==> src/rtl/id_ex_if.sv <==
// ID/EX pipeline bus: decode-side bundle, register file read data and
// writeback port going in; registered EX bundle, load-use stall and bubble
// count coming out. master = decode/regfile side, slave = the ID/EX stage.
interface id_ex_if;
  logic        id_valid;
  logic [31:0] id_pc;
  logic [4:0]  id_rs1;
  logic [4:0]  id_rs2;
  logic [4:0]  id_rd;
  logic [31:0] id_imm;
  logic [3:0]  id_alu_op;
  logic        id_alu_src;
  logic        id_reg_write;
  logic        id_mem_read;
  logic        id_mem_write;
  logic [31:0] read_data1;
  logic [31:0] read_data2;
  logic [4:0]  wb_rd;
  logic [31:0] wb_data;
  logic        wb_reg_write;
  logic        flush;

  logic        ex_valid;
  logic [31:0] ex_pc;
  logic [31:0] ex_imm;
  logic [31:0] ex_op1;
  logic [31:0] ex_op2;
  logic [4:0]  ex_rs1;
  logic [4:0]  ex_rs2;
  logic [4:0]  ex_rd;
  logic [3:0]  ex_alu_op;
  logic        ex_alu_src;
  logic        ex_reg_write;
  logic        ex_mem_read;
  logic        ex_mem_write;
  logic        stall_id;
  logic [15:0] hazard_count;

  modport master (
    output id_valid, id_pc, id_rs1, id_rs2, id_rd, id_imm, id_alu_op,
           id_alu_src, id_reg_write, id_mem_read, id_mem_write,
           read_data1, read_data2, wb_rd, wb_data, wb_reg_write, flush,
    input  ex_valid, ex_pc, ex_imm, ex_op1, ex_op2, ex_rs1, ex_rs2, ex_rd,
           ex_alu_op, ex_alu_src, ex_reg_write, ex_mem_read, ex_mem_write,
           stall_id, hazard_count
  );

  modport slave (
    input  id_valid, id_pc, id_rs1, id_rs2, id_rd, id_imm, id_alu_op,
           id_alu_src, id_reg_write, id_mem_read, id_mem_write,
           read_data1, read_data2, wb_rd, wb_data, wb_reg_write, flush,
    output ex_valid, ex_pc, ex_imm, ex_op1, ex_op2, ex_rs1, ex_rs2, ex_rd,
           ex_alu_op, ex_alu_src, ex_reg_write, ex_mem_read, ex_mem_write,
           stall_id, hazard_count
  );
endinterface

==> src/rtl/id_ex_stage.sv <==
// ID/EX pipeline register with writeback bypass and load-use bubble insertion.
// Latency: one cycle decode -> EX; stall_id is the only combinational output.
// Backpressure: stall_id holds decode/fetch; a bubble enters EX meanwhile.
// Ports: clk, reset (sync, active high), bus (id_ex_if.slave) carrying the
// decode bundle, regfile data, writeback port, flush and the EX outputs.
module id_ex_stage #(
  parameter bit BYPASS_EN = 1'b1
) (
  input  logic     clk,
  input  logic     reset,
  id_ex_if.slave   bus
);

  typedef struct packed {
    logic        valid;
    logic [31:0] pc;
    logic [31:0] imm;
    logic [31:0] op1;
    logic [31:0] op2;
    logic [4:0]  rs1;
    logic [4:0]  rs2;
    logic [4:0]  rd;
    logic [3:0]  alu_op;
    logic        alu_src;
    logic        reg_write;
    logic        mem_read;
    logic        mem_write;
  } ex_t;

  ex_t         ex_q;
  logic [15:0] hc_q;
  logic        stall;
  logic        rd_hit;

  // x0 reads as zero no matter what the regfile or writeback port shows;
  // since rs is nonzero past the first test, wb_rd == rs also excludes x0.
  function automatic logic [31:0] pick_op(input logic [4:0]  rs,
                                          input logic [31:0] rf_data,
                                          input logic        wb_we,
                                          input logic [4:0]  wb_rd,
                                          input logic [31:0] wb_data);
    if (rs == 5'd0)
      return 32'd0;
    if (BYPASS_EN && wb_we && (wb_rd == rs))
      return wb_data;
    return rf_data;
  endfunction

  // Load-use check ignores bypass entirely: the loaded value is not yet on
  // the writeback port. Flush and reset both kill the decode slot.
  always_comb begin
    rd_hit = (ex_q.rd == bus.id_rs1) || (ex_q.rd == bus.id_rs2);
    stall  = bus.id_valid && ex_q.valid && ex_q.mem_read && (ex_q.rd != 5'd0)
             && rd_hit && !bus.flush && !reset;
  end

  always_ff @(posedge clk) begin
    if (reset) begin
      ex_q <= '0;
      hc_q <= '0;
    end else if (bus.flush || stall) begin
      // Bubble: only the side-effect controls must be cleared.
      ex_q.valid     <= 1'b0;
      ex_q.reg_write <= 1'b0;
      ex_q.mem_read  <= 1'b0;
      ex_q.mem_write <= 1'b0;
      if (!bus.flush && (hc_q != 16'hFFFF))
        hc_q <= hc_q + 16'd1;
    end else begin
      ex_q <= '{
        valid:     bus.id_valid,
        pc:        bus.id_pc,
        imm:       bus.id_imm,
        op1:       pick_op(bus.id_rs1, bus.read_data1, bus.wb_reg_write,
                           bus.wb_rd, bus.wb_data),
        op2:       pick_op(bus.id_rs2, bus.read_data2, bus.wb_reg_write,
                           bus.wb_rd, bus.wb_data),
        rs1:       bus.id_rs1,
        rs2:       bus.id_rs2,
        rd:        bus.id_rd,
        alu_op:    bus.id_alu_op,
        alu_src:   bus.id_alu_src,
        reg_write: bus.id_reg_write && bus.id_valid,
        mem_read:  bus.id_mem_read  && bus.id_valid,
        mem_write: bus.id_mem_write && bus.id_valid
      };
    end
  end

  assign bus.ex_valid     = ex_q.valid;
  assign bus.ex_pc        = ex_q.pc;
  assign bus.ex_imm       = ex_q.imm;
  assign bus.ex_op1       = ex_q.op1;
  assign bus.ex_op2       = ex_q.op2;
  assign bus.ex_rs1       = ex_q.rs1;
  assign bus.ex_rs2       = ex_q.rs2;
  assign bus.ex_rd        = ex_q.rd;
  assign bus.ex_alu_op    = ex_q.alu_op;
  assign bus.ex_alu_src   = ex_q.alu_src;
  assign bus.ex_reg_write = ex_q.reg_write;
  assign bus.ex_mem_read  = ex_q.mem_read;
  assign bus.ex_mem_write = ex_q.mem_write;
  assign bus.stall_id     = stall;
  assign bus.hazard_count = hc_q;

endmodule

==> src/flat_wrapper.sv <==
// flat-port wrapper written by rule: the top's interface ports become plain ports
module id_ex_stage_flat 
#(
  parameter bit BYPASS_EN = 1'b1
)
  (clk, reset, bus_id_valid, bus_id_pc, bus_id_rs1, bus_id_rs2, bus_id_rd, bus_id_imm, bus_id_alu_op, bus_id_alu_src, bus_id_reg_write, bus_id_mem_read, bus_id_mem_write, bus_read_data1, bus_read_data2, bus_wb_rd, bus_wb_data, bus_wb_reg_write, bus_flush, bus_ex_valid, bus_ex_pc, bus_ex_imm, bus_ex_op1, bus_ex_op2, bus_ex_rs1, bus_ex_rs2, bus_ex_rd, bus_ex_alu_op, bus_ex_alu_src, bus_ex_reg_write, bus_ex_mem_read, bus_ex_mem_write, bus_stall_id, bus_hazard_count);
  id_ex_if bus_i ();
  input  logic clk;
  input  logic reset;
  input wire logic [$bits(bus_i.id_valid)-1:0] bus_id_valid;
  input wire logic [$bits(bus_i.id_pc)-1:0] bus_id_pc;
  input wire logic [$bits(bus_i.id_rs1)-1:0] bus_id_rs1;
  input wire logic [$bits(bus_i.id_rs2)-1:0] bus_id_rs2;
  input wire logic [$bits(bus_i.id_rd)-1:0] bus_id_rd;
  input wire logic [$bits(bus_i.id_imm)-1:0] bus_id_imm;
  input wire logic [$bits(bus_i.id_alu_op)-1:0] bus_id_alu_op;
  input wire logic [$bits(bus_i.id_alu_src)-1:0] bus_id_alu_src;
  input wire logic [$bits(bus_i.id_reg_write)-1:0] bus_id_reg_write;
  input wire logic [$bits(bus_i.id_mem_read)-1:0] bus_id_mem_read;
  input wire logic [$bits(bus_i.id_mem_write)-1:0] bus_id_mem_write;
  input wire logic [$bits(bus_i.read_data1)-1:0] bus_read_data1;
  input wire logic [$bits(bus_i.read_data2)-1:0] bus_read_data2;
  input wire logic [$bits(bus_i.wb_rd)-1:0] bus_wb_rd;
  input wire logic [$bits(bus_i.wb_data)-1:0] bus_wb_data;
  input wire logic [$bits(bus_i.wb_reg_write)-1:0] bus_wb_reg_write;
  input wire logic [$bits(bus_i.flush)-1:0] bus_flush;
  output wire logic [$bits(bus_i.ex_valid)-1:0] bus_ex_valid;
  output wire logic [$bits(bus_i.ex_pc)-1:0] bus_ex_pc;
  output wire logic [$bits(bus_i.ex_imm)-1:0] bus_ex_imm;
  output wire logic [$bits(bus_i.ex_op1)-1:0] bus_ex_op1;
  output wire logic [$bits(bus_i.ex_op2)-1:0] bus_ex_op2;
  output wire logic [$bits(bus_i.ex_rs1)-1:0] bus_ex_rs1;
  output wire logic [$bits(bus_i.ex_rs2)-1:0] bus_ex_rs2;
  output wire logic [$bits(bus_i.ex_rd)-1:0] bus_ex_rd;
  output wire logic [$bits(bus_i.ex_alu_op)-1:0] bus_ex_alu_op;
  output wire logic [$bits(bus_i.ex_alu_src)-1:0] bus_ex_alu_src;
  output wire logic [$bits(bus_i.ex_reg_write)-1:0] bus_ex_reg_write;
  output wire logic [$bits(bus_i.ex_mem_read)-1:0] bus_ex_mem_read;
  output wire logic [$bits(bus_i.ex_mem_write)-1:0] bus_ex_mem_write;
  output wire logic [$bits(bus_i.stall_id)-1:0] bus_stall_id;
  output wire logic [$bits(bus_i.hazard_count)-1:0] bus_hazard_count;
  assign bus_i.id_valid = bus_id_valid;
  assign bus_i.id_pc = bus_id_pc;
  assign bus_i.id_rs1 = bus_id_rs1;
  assign bus_i.id_rs2 = bus_id_rs2;
  assign bus_i.id_rd = bus_id_rd;
  assign bus_i.id_imm = bus_id_imm;
  assign bus_i.id_alu_op = bus_id_alu_op;
  assign bus_i.id_alu_src = bus_id_alu_src;
  assign bus_i.id_reg_write = bus_id_reg_write;
  assign bus_i.id_mem_read = bus_id_mem_read;
  assign bus_i.id_mem_write = bus_id_mem_write;
  assign bus_i.read_data1 = bus_read_data1;
  assign bus_i.read_data2 = bus_read_data2;
  assign bus_i.wb_rd = bus_wb_rd;
  assign bus_i.wb_data = bus_wb_data;
  assign bus_i.wb_reg_write = bus_wb_reg_write;
  assign bus_i.flush = bus_flush;
  assign bus_ex_valid = bus_i.ex_valid;
  assign bus_ex_pc = bus_i.ex_pc;
  assign bus_ex_imm = bus_i.ex_imm;
  assign bus_ex_op1 = bus_i.ex_op1;
  assign bus_ex_op2 = bus_i.ex_op2;
  assign bus_ex_rs1 = bus_i.ex_rs1;
  assign bus_ex_rs2 = bus_i.ex_rs2;
  assign bus_ex_rd = bus_i.ex_rd;
  assign bus_ex_alu_op = bus_i.ex_alu_op;
  assign bus_ex_alu_src = bus_i.ex_alu_src;
  assign bus_ex_reg_write = bus_i.ex_reg_write;
  assign bus_ex_mem_read = bus_i.ex_mem_read;
  assign bus_ex_mem_write = bus_i.ex_mem_write;
  assign bus_stall_id = bus_i.stall_id;
  assign bus_hazard_count = bus_i.hazard_count;
  id_ex_stage #(.BYPASS_EN(BYPASS_EN)) u_core (.clk(clk), .reset(reset), .bus(bus_i));
endmodule
==> config.mk <==
export PLATFORM = sky130hd
export DESIGN_NAME = id_ex_stage_flat
export DESIGN_NICKNAME = d
export VERILOG_FILES = /design/src/rtl/id_ex_if.sv /design/src/rtl/id_ex_stage.sv /design/src/flat_wrapper.sv
export SDC_FILE = /design/constraint.sdc
export NUM_CORES = 1
export LEC_CHECK = 0
export ABC_AREA = 1
export BUFFER_PORTS_ARGS = -buffer_cell sky130_fd_sc_hd__buf_2
export CORE_ASPECT_RATIO = 1.2
export CORE_MARGIN = 2
export CORE_UTILIZATION = 35
export CTS_CLUSTER_SIZE = 16
export DETAILED_ROUTE_END_ITERATION = 12
export GPL_ROUTABILITY_DRIVEN = 0
export HOLD_SLACK_MARGIN = 0.12
export PLACE_DENSITY = 0.76
export SLEW_MARGIN = 10
export SYNTH_ARGS = -nofsm -noshare
export SYNTH_HDL_FRONTEND = slang
export SYNTH_SLANG_ARGS = --single-unit
export TNS_END_PERCENT = 5
==> constraint.sdc <==
create_clock -name clk -period 1.7 [get_ports clk]
set_clock_uncertainty 0.15 [all_clocks]
set_input_delay 0.34 -clock clk [delete_from_list [all_inputs] [get_ports clk]]
set_output_delay 0.34 -clock clk [all_outputs]
set_load 0.02 [all_outputs]
; Word level (Yosys, flattened, before mapping)
; Index checks and enable logic that the tools add are counted.
[totals]
reg_bits = 168
inputBits = 193
[op_classes]
muxes = 22
n_reduce_logical = 21
addsub = 1
eq_ne = 5
[op_table]
columns = cell, count
row1 = 2-to-1 mux 32 bit, 8
row2 = == test 5 bit, 4
row3 = "adder 16 x 1 -> 16 bit, second input constant", 1
row4 = "inequality test 16 bit, second input constant", 1
row5 = 2-to-1 mux 1 bit, 14
row6 = logical AND 1 bit, 12
row7 = zero test 5 bit, 2
row8 = nonzero test 5 bit, 1
row9 = zero test 1 bit, 2
row10 = logical OR 1 bit, 2
row11 = AND reduction 2 bit, 1
row12 = OR reduction 2 bit, 1

; Depth between registers and ports, before layout
[depth]
ltp_word = 14
mapped_depth = 13
depth_no_buf = 11

; Worst setup path after synthesis
; Ideal clock, no wire load.
[synth_timing]
path_type = register -> output
start = register u_core.ex_q (netlist bit u_core.bus.ex_rd[2])
end = output port bus_stall_id
required_ns = 1.210
setup_slack_ns = -0.331
path_stages_with_launch = 11
path_buffers = 2
arrival_time_ns = 1.541
path_cell_list = dfxtp_1 inv_1 nand2_1 nand2_1 nor2_1 nand3_1 nand2_2 nand2_4 buf_4 buf_2 inv_1
[synth_via]
elab_chain_cells = 5
word_cells_on_any_way = 8
cone_classes = eq/ne (2) / reduce/logical (6)
[synth_rtl]
columns = element, line_no
row1 = "start, declared", id_ex_stage.sv:30  ; ex_t ex_q;
row2 = "start signal, assigned", id_ex_stage.sv:70  ; ex_q <= '{
row3 = == test 5 bit / nonzero test 5 bit (equally long branches), "id_ex_stage.sv:52, id_ex_stage.sv:53"
row4 = logical OR 1 bit / logical AND 1 bit (equally long branches), "id_ex_stage.sv:52, id_ex_stage.sv:53"
row5 = logical AND 1 bit (*) (3 in a row), id_ex_stage.sv:54  ; && rd_hit && !bus.flush && !reset;
row6 = "end, declared", flat_wrapper.sv:40  ; output wire logic [$bits(bus_i.stall_id)-1:0] bus_stall_id;
; Every way passes the cells marked *; elsewhere a longest branch is shown, timed or not.

; Worst setup path after layout
; Same ends and word-level chain as after synthesis.

==> impl_metrics.toml <==
[placement]
place_hpwl_um = 22900
dp_slack_ns = -0.336
portBuffers = 361
place_area_um2 = 11200

[detailed_routing]
totalWireLength_um = 35000
drt-initial-drc-count = 494
drtAntennaViolNets = 0
drcViolationCount = 0
dr.pass1.iters = 8
route.vias.total = 10676
post_drt_wl_per_cell_um = 16.0
post_drt_via_cell_ratio = 4.87

[critical_path]
reg2reg_to = "u_core.bus.ex_pc[30]"
rr_worst_depth = 14
slowest_delay_ns = 0.37
r2r_start = "u_core.bus.ex_rd[2]"
worst_setup_path_end_kind = "output pin"
required_ns = 1.21
reg2reg_setup_slack_ns = -0.28
start_kind = "flop"
crit_top_cell = "nand2_1"
crit_end = "bus_stall_id"
crit_type = "flop to output pin"
cp_max_fo = 4
cp_slowest_cell = "dfxtp_4"
critPathArrivalTime_ns = 1.59
crit_chain = "inv_2 > nand2_1 > nand2_1 > nor2_1 > nand3_1 > nand2_2 > nand2_4 > buf_12 > clkinv_4 > buf_6"
critPathLaunch = "u_core.bus.ex_rd[2]"

[synthesis]
async_reset_ff_share_pct = 0
synth_area_leader_cell = "dfxtp_1"
yosysWarnings = 0
syn_nets = 1551
synthesis.area_um2 = 8670
yosysTopAreaCellShare_pct = 38.8
avgSynthCellArea_um2 = 6.39
synth_edf_count = 0
yosysMostFrequentCell = "nand2_1"
synth-seq-area-share_pct = 38.8
ys.flop_type = "dfxtp_1"
netlist_top_cells_count = "415 x nand2_1, 325 x nor2_1, 168 x dfxtp_1"
syn_inst = 1357
yosysUniqueCellTypes = 28
synth-seq-cells = 168
synth.top_cells.by_area = "dfxtp_1 39%, nand2_1 18%, nor2_1 14%"

[sta]
tightestPinTransition_ns = 0.392
relSlewSlack_pct = 73.9
period_share_pct = 122
setup_viol = 169
rsz0062_at_grt = "true"
finalMaxSlewViolations = 0
max_freq_ghz = 0.481
hold_viol_final = 0
timing.hold.ws_ns = 0.144
fin_ws_ns = -0.377
min_period_ns = 2.08

[status]
status = "finished, violations left"
violations = "negative setup slack"

[clock_tree]
cts_buffers = 17
clock_latency_ns = 0.44
clkTransAtPathRegs_ns = 0.07
ctsRootBufferMaster = "clkbuf_16"
cts_sinks = 168
cts.path.max_buffers = 2
tritoncts = "built"
cts_max_level = 4

[final_layout]
fillerInstances = 2183
final_util_pct = 54.8
nets = 2043
area_delta_synth_final_pct = 54.9
stdcell_area_um2 = 13400
drive_gt1_share_pct = 30.7

[floorplanning]
initial_utilization_pct = 35.4
rows = 63
core_area_um2 = 24500
die_area_um2 = 26100
fp.dieW_um = 148
boundaryPins = 362
die_h_um = 176

[global_routing]
gr-total-overflow = 0
grt_pass1_vias = 10279
track_usage_pct = 26.0
antenna_found_initial = 7
grt_pass1_wl_um = 53200
grt_max_degree = 80

[job]
cap_violations = 0

[pwr]
p_leak_nw = 7.10
ir_drop_mv = 0.697
power.density_nw_per_um2 = 803
total_power_mw = 10.8

[worst_hold_path]
min-delay-path-class = "primary input to flop"
through the flow:
step / setup TNS (ns) / std cells
CTS: -34.70 / 2186
floorplan: -0.532 / 1357
global placement: -37.10 / 2033
detailed placement: -43.14 / 2033
finish: -26.84 / 2190
global route: -47.86 / 2187
power by group:
| group | internal [mW] | switching [mW] |
|---|---|---|
| combinational | 0.993 | 1.29 |
| sequential | 4.19 | 0.162 |
| clock | 2.47 | 1.69 |
| total | 7.65 | 3.15 |
layer usage:
layer  global-route usage [%]  vias up  wire length, um  share of wire (%)
met1                     28.5     4833            13000                 37
met2                     45.3      562            16900                 48
met3                     7.26      111             3140                9.0
met5                        0        -               42               0.12
met4                     14.6        6             1870                5.3
li1                         -     5164                -                  -
worst max-delay path: cells and delay by family, from the launching register on:
family | cells | cell delay (ns)
simple gates | 6 | 0.47
flops | 1 | 0.37
buf+inv | 4 | 0.30
state kept, by name (all words and copies together), names as in the netlist:
name                     flops
u_core.bus.ex_alu_op         4
u_core.bus.ex_alu_src        1
u_core.bus.ex_imm           32
u_core.bus.ex_mem_read       1
u_core.bus.ex_mem_write      1
u_core.bus.ex_op1           32
u_core.bus.ex_op2           32
u_core.bus.ex_pc            32
u_core.bus.ex_rd             5
u_core.bus.ex_reg_write      1
u_core.bus.ex_rs1            5
u_core.bus.ex_rs2            5
u_core.bus.ex_valid          1
u_core.bus.hazard_count     16
layout by cell type (no fill, tap or decap), types with 11 or more instances in the layout:
master,count
dfxtp_1,153
dlygate4sd3_1,104
inv_2,14
nor2_2,45
buf_2,359
nand4_1,31
nor2_1,284
nand3_1,45
nand2_1,412
a21boi_1,32
a21boi_0,20
inv_1,105
buf_12,14
nand3b_1,74
clkbuf_16,17
a21oi_1,13
buf_6,11
buf_4,53
timing repair:
action | 4_1_cts | 5_1_grt
gates cloned | 8 | 0
pin swaps | 5 | 2
endpoints found under the hold margin | 99 | 0
endpoints found under the setup margin | 168 | 169
resized for setup | 59 | 30
buffers inserted | 10 | 1
hold buffers | 104 | 0
cell families after synthesis:
logic type	after synthesis	synth area share (%)
AOI/OAI and AO/OA	67	5.37
xor gates and xnor gates	9	0.909
adders and majority gates	1	0.144
buffers and inverters	201	9.82
DFF	168	38.8
and+or+nand+nor	911	45.0
how the worst min path moves through the flow:
stage / startpoint / end / slack, ns / depth (start not counted)
4_1_cts: bus_wb_data[14] / u_core.bus.ex_op1[14] / 0.12 / 5
3_3_place_gp: u_core.bus.ex_rs1[4] / u_core.bus.ex_rs1[4] / 0.30 / 2
5_1_grt: bus_read_data2[9] / u_core.bus.ex_op2[9] / 0.14 / 5
3_5_place_dp: u_core.bus.ex_rs1[4] / u_core.bus.ex_rs1[4] / 0.31 / 2
2_1_floorplan: reset / u_core.bus.hazard_count[2] / 0.25 / 1
6_report: bus_read_data2[9] / u_core.bus.ex_op2[9] / 0.14 / 5
area by class of cell:
class | instances | area [um2] | share of cell area [%]
Multi-Input combinational cell | 988 | 4630 | 34.5
Sequential cell | 168 | 3400 | 25.3
Timing Repair inverter | 1 | 11.3 | 0.0838
Inverter | 123 | 483 | 3.59
Clock buffer | 21 | 480 | 3.58
Antenna cell | 4 | 10.0 | 0.0745
Tap cell | 325 | 407 | 3.03
Clock inverter | 10 | 140 | 1.04
Timing Repair Buffer | 550 | 3870 | 28.8
Power figures use the tool's default switching activity.
